===== src/rtl/full_adder_pkg.sv =====
// Shared constants and types for the registered adder/subtractor.
// Op encoding is the raw sel bit, so OP_SUB doubles as the operand-inversion enable.
package full_adder_pkg;

  localparam int DEF_WIDTH = 8;

  typedef enum logic {
    OP_ADD = 1'b0,
    OP_SUB = 1'b1
  } op_e;

  typedef struct packed {
    logic c_out;
    logic over_flow;
  } flags_t;

  // Signed overflow from the two carries that bracket the MSB cell.
  function automatic logic ovf_from_carries(input logic c_msb_in, input logic c_msb_out);
    return c_msb_in ^ c_msb_out;
  endfunction

endpackage


===== src/rtl/full_adder_1bit.sv =====
// One ripple cell: sum and carry of a + b + cin.
module full_adder_1bit (
  input  logic a,
  input  logic b,
  input  logic cin,
  output logic s,
  output logic cout
);

  assign s    = a ^ b ^ cin;
  assign cout = (a & b) | (cin & (a ^ b));

endmodule


===== src/rtl/full_adder_8bit_behavior.sv =====
// Registered WIDTH-bit adder/subtractor with carry/borrow-in, carry-out and overflow.
// Optional registered zero flag when FULL_ADDER_ZERO_FLAG_EN is defined.
module full_adder_8bit_behavior
  import full_adder_pkg::*;
#(
  parameter int WIDTH = DEF_WIDTH
) (
  input  logic             clk,
  input  logic             rst,
  input  logic [WIDTH-1:0] a,
  input  logic [WIDTH-1:0] b,
  input  logic             c_in,
  input  logic             sel,
`ifdef FULL_ADDER_ZERO_FLAG_EN
  output logic             zero,
`endif
  output logic [WIDTH-1:0] sum,
  output logic             c_out,
  output logic             over_flow
);

  logic [WIDTH-1:0] bb;
  logic [WIDTH-1:0] s_comb;
  logic [WIDTH:0]   carry;
  flags_t           flags_comb;
  flags_t           flags_q;

  // Subtract is a + ~b + ~borrow, so both the operand and the carry-in flip on OP_SUB.
  assign bb       = (sel == OP_SUB) ? ~b : b;
  assign carry[0] = c_in ^ sel;

  genvar i;
  generate
    for (i = 0; i < WIDTH; i++) begin : g_bit
      full_adder_1bit u_fa (
        .a    (a[i]),
        .b    (bb[i]),
        .cin  (carry[i]),
        .s    (s_comb[i]),
        .cout (carry[i+1])
      );
    end
  endgenerate

  assign flags_comb.c_out     = carry[WIDTH];
  assign flags_comb.over_flow = ovf_from_carries(carry[WIDTH-1], carry[WIDTH]);

  always_ff @(posedge clk or posedge rst) begin
    if (rst) begin
      sum     <= '0;
      flags_q <= '0;
    end else begin
      sum     <= s_comb;
      flags_q <= flags_comb;
    end
  end

  assign c_out     = flags_q.c_out;
  assign over_flow = flags_q.over_flow;

`ifdef FULL_ADDER_ZERO_FLAG_EN
  // Registered alongside sum; reset value reflects the cleared sum.
  always_ff @(posedge clk or posedge rst) begin
    if (rst) zero <= 1'b1;
    else     zero <= (s_comb == '0);
  end
`endif

endmodule


===== config.mk =====
export PLATFORM = sky130hd
export DESIGN_NAME = full_adder_8bit_behavior
export DESIGN_NICKNAME = d
export VERILOG_FILES = /design/src/rtl/full_adder_pkg.sv /design/src/rtl/full_adder_1bit.sv /design/src/rtl/full_adder_8bit_behavior.sv
export SDC_FILE = /design/constraint.sdc
export NUM_CORES = 1
export LEC_CHECK = 0
export BUFFER_PORTS_ARGS = -buffer_cell sky130_fd_sc_hd__buf_4
export CAP_MARGIN = 20
export CORE_MARGIN = 10
export CORE_UTILIZATION = 29
export DETAILED_ROUTE_END_ITERATION = 16
export GPL_TIMING_DRIVEN = 0
export HOLD_SLACK_MARGIN = 0.08
export PLACE_DENSITY_LB_ADDON = 0.2
export SLEW_MARGIN = 20
export SYNTH_ARGS = -nofsm -noshare
export SYNTH_HDL_FRONTEND = slang
export SYNTH_SLANG_ARGS = --single-unit

===== constraint.sdc =====
create_clock -name clk -period 0.8 [get_ports clk]
set_input_delay 0.04 -clock clk [delete_from_list [all_inputs] [get_ports clk]]
set_output_delay 0.04 -clock clk [all_outputs]
set_load 0.01 [all_outputs]

==> impl_metrics.csv <==
group,metric,value,unit
logic_synthesis,synth_top_family_by_area,"adder cells",
sta,rsz0062_at_grt,"yes",
worst_setup_path,cpLargestDelayFamily,"adder cells",
route,post_drt_wl_per_cell,11.0,um
run_status,status,"complete, but fails checks",
logic_synthesis,synth_seq_area_share,44.0,%
power,peakVddDrop,0.00100,V
sta,worst_slack,-2.20,ns
floorplan,die_w,64.3,um
worst_setup_path,critPathCaptureType,"register",
logic_synthesis,synthMuxAreaShare,0,%
clocking,cts_root_buffer,"clkbuf_4",
power,power.leakage,0.483,nW
sta,final-max-slew-violation-count,0,
worst_setup_path,crit_top_cell,"fa_2",
route,drt_pass1_iterations,3,
grt,grt_pass1_vias,477,
sta,tns,-12.80,ns
floorplan,dieArea,4140,sq um
sta,fmax,333,MHz
logic_synthesis,yosysTopAreaCellShare,44.0,%
worst_setup_path,required,0.94,ns
floorplan,die_h,64.3,um
worst_hold_path,hold_path_class,"in2reg",
worst_setup_path,crit_buf_inv,4,
layout,drive_gt1_share,61.0,%
worst_hold_path,min_from,"a[7]",
sta,hold_viol,0,
worst_hold_path,hold_path_end,"sum[7]$_DFF_PP0_",
logic_synthesis,syn_inst,45,
logic_synthesis,synth_xor_area_share,15.4,%
logic_synthesis,synthSimpleGateAreaFrac,0,%
worst_setup_path,slowest_stage,"fa_2",
grt,antenna_found_initial,0,
worst_setup_path,path_class,"in2reg",
clocking,clkTransAtPathRegs,0.07,ns
logic_synthesis,syn-cell-area,569,sq um
route,ant_nets,0,
logic_synthesis,synth-seq-cells,10,
clocking,cts_hold_buf,1,
logic_synthesis,synth.yosys.warnings,0,
layout,diodes,0,
worst_setup_path,max_stage_delay,0.41,ns
worst_setup_path,start_kind,"input pin",
clocking,cts_sinks,10,
floorplan,boundaryPins,30,
place,dp_hpwl,974,um
clocking,tritoncts,"built",
layout,syn_to_final_growth,71.4,%
place,io_buffer_count,28,
logic_synthesis,synth_compound_area_share,0,%
logic_synthesis,avgSynthCellArea,12.7,sq um
route,wl,1.18,mm
place,globalplace.congestion,0.641,
worst_setup_path,arrival,3.14,ns
clocking,numCtsBuffers,3,
layout,fin_cells,107,
grt,gr-total-overflow,0,
place,dp.cells,98,
logic_synthesis,synth_area_leaders,"dfrtp_1 (44%), fa_1 (28%), xnor2_1 (12%)",
clocking,h-tree-depth,1,
worst_hold_path,holdPathStages,2,
place,placed_cell_area,856,sq um
worst_setup_path,path_cells,"buf_12 -> xnor2_4 -> fa_2 -> fa_2 -> fa_2 -> fa_2 -> fa_2 -> inv_2 -> fa_2 -> inv_2 -> fa_2 -> inv_2 -> fa_2",
grt,grt_max_degree,11,
layout,postLayoutCellArea,976,sq um
clocking,cts_max_path_buffers,2,
flow_run,maxCapViolations,0,
layout,nets,111,
sta,final.period_utilization,375,%
grt,grt_pass1_wl,2.01,mm
sta,slew_headroom,75.8,%
logic_synthesis,netlist-cell-type-count,6,
route,via_count,404,
layout,fin_util,54.2,%
logic_synthesis,yosys.area_share.adder,28.1,%
sta,fin_crit,3.00,ns
run_status,violations,"setup timing",
sta,setup_violations,9,
floorplan,rows,15,
power,power_density,2020,nW/um^2
route,drc,0,
logic_synthesis,synth_nets,73,
sta,max_slew.worst_pin.slew,0.362,ns
floorplan,core_area,1800,sq um
route,drt_iter0_drc,3,
floorplan,start_util,31.6,%
logic_synthesis,yosysTopAreaCell,"dfrtp_1",
worst_setup_path,crit_path_max_fanout,3,
route,viasPerCell,3.78,
grt,track_usage,6.21,%
==> cell usage in the layout, fill, tap and decap left out <==
master / instances
xor2_1: 2
xnor2_1: 7
clkbuf_8: 1
clkbuf_4: 3
dfrtp_1: 10
buf_12: 1
inv_2: 4
inv_1: 12
dlygate4sd3_1: 1
fa_2: 8
buf_4: 21
buf_6: 11
xnor2_4: 1
==> synth_stat cells <==
| library cell | instances |
|---|---|
| dfrtp_1 | 10 |
| inv_1 | 16 |
| buf_6 | 1 |
| fa_1 | 8 |
| xor2_1 | 2 |
| xnor2_1 | 8 |
==> power breakdown <==
part	internal [mW]	total (mW)	leakage, nW	switching, mW
sequential	0.647	0.707	0.117	0.0605
clock	0.276	0.448	0.0210	0.172
combinational	0.499	0.820	0.346	0.320
total	1.42	1.98	0.483	0.553
==> metal layers <==
layer  vias to the layer above  part of all wire, %  global-route usage [%]
met5                         -                    0                       0
met4                         0                    0                    3.21
met3                         0                   10                    4.01
met2                        18                   50                    9.36
met1                       191                   40                    6.53
li1                        195                    -                       -
==> cell type report <==
cell class              count  area (sq um)
clock buffers               4          36.3
plain buffers               1          20.0
well taps                  25          31.3
multi-input cells          18           287
fillers                   171           826
inverters                  16          60.1
repair buffers             33           292
flip-flops and latches     10           250
==> cell families after synthesis <==
kind of cell	count (synthesis)
XOR/XNOR	10
flip-flops	10
adder cells (fa/ha/maj)	8
buffers and inverters	17
==> stage by stage <==
step / setup WS (ns) / hold WS, ns / power [mW]
2_1_floorplan: -2.39 / -0.120 / 1.03
3_3_place_gp: -2.48 / 0.0380 / 1.38
3_5_place_dp: -2.49 / 0.0405 / 1.40
4_1_cts: -2.19 / 0.0772 / 2.00
5_1_grt: -2.27 / 0.0781 / 2.12
6_report: -2.20 / 0.0867 / 1.98
==> state kept, by name, summed over array words and instances, names as in the netlist <==
name	count
sum	8
c_out	1
over_flow	1
==> timing repair <==
| action | in CTS | in global routing |
|---|---|---|
| buffers inserted | 3 | 1 |
| setup endpoints to repair | 19 | 19 |
| endpoints found under the hold margin | 11 | 1 |
| gates cloned | 0 | 0 |
| pin swaps | 1 | 0 |
| resized for setup | 13 | 1 |
==> how the worst max path moves through the flow <==
| stage | from | to | slack, ns | cells past startpoint |
|---|---|---|---|---|
| after floorplan | sel | sum[7]$_DFF_PP0_ | -2.39 | 13 |
| after global placement | sel | sum[7]$_DFF_PP0_ | -2.48 | 13 |
| after detailed placement | sel | sum[7]$_DFF_PP0_ | -2.49 | 13 |
| after CTS | sel | sum[7]$_DFF_PP0_ | -2.19 | 13 |
| after global routing | sel | sum[7]$_DFF_PP0_ | -2.27 | 13 |
| final | sel | sum[7]$_DFF_PP0_ | -2.20 | 13 |
No activity file was read; power rests on OpenSTA's default activity.
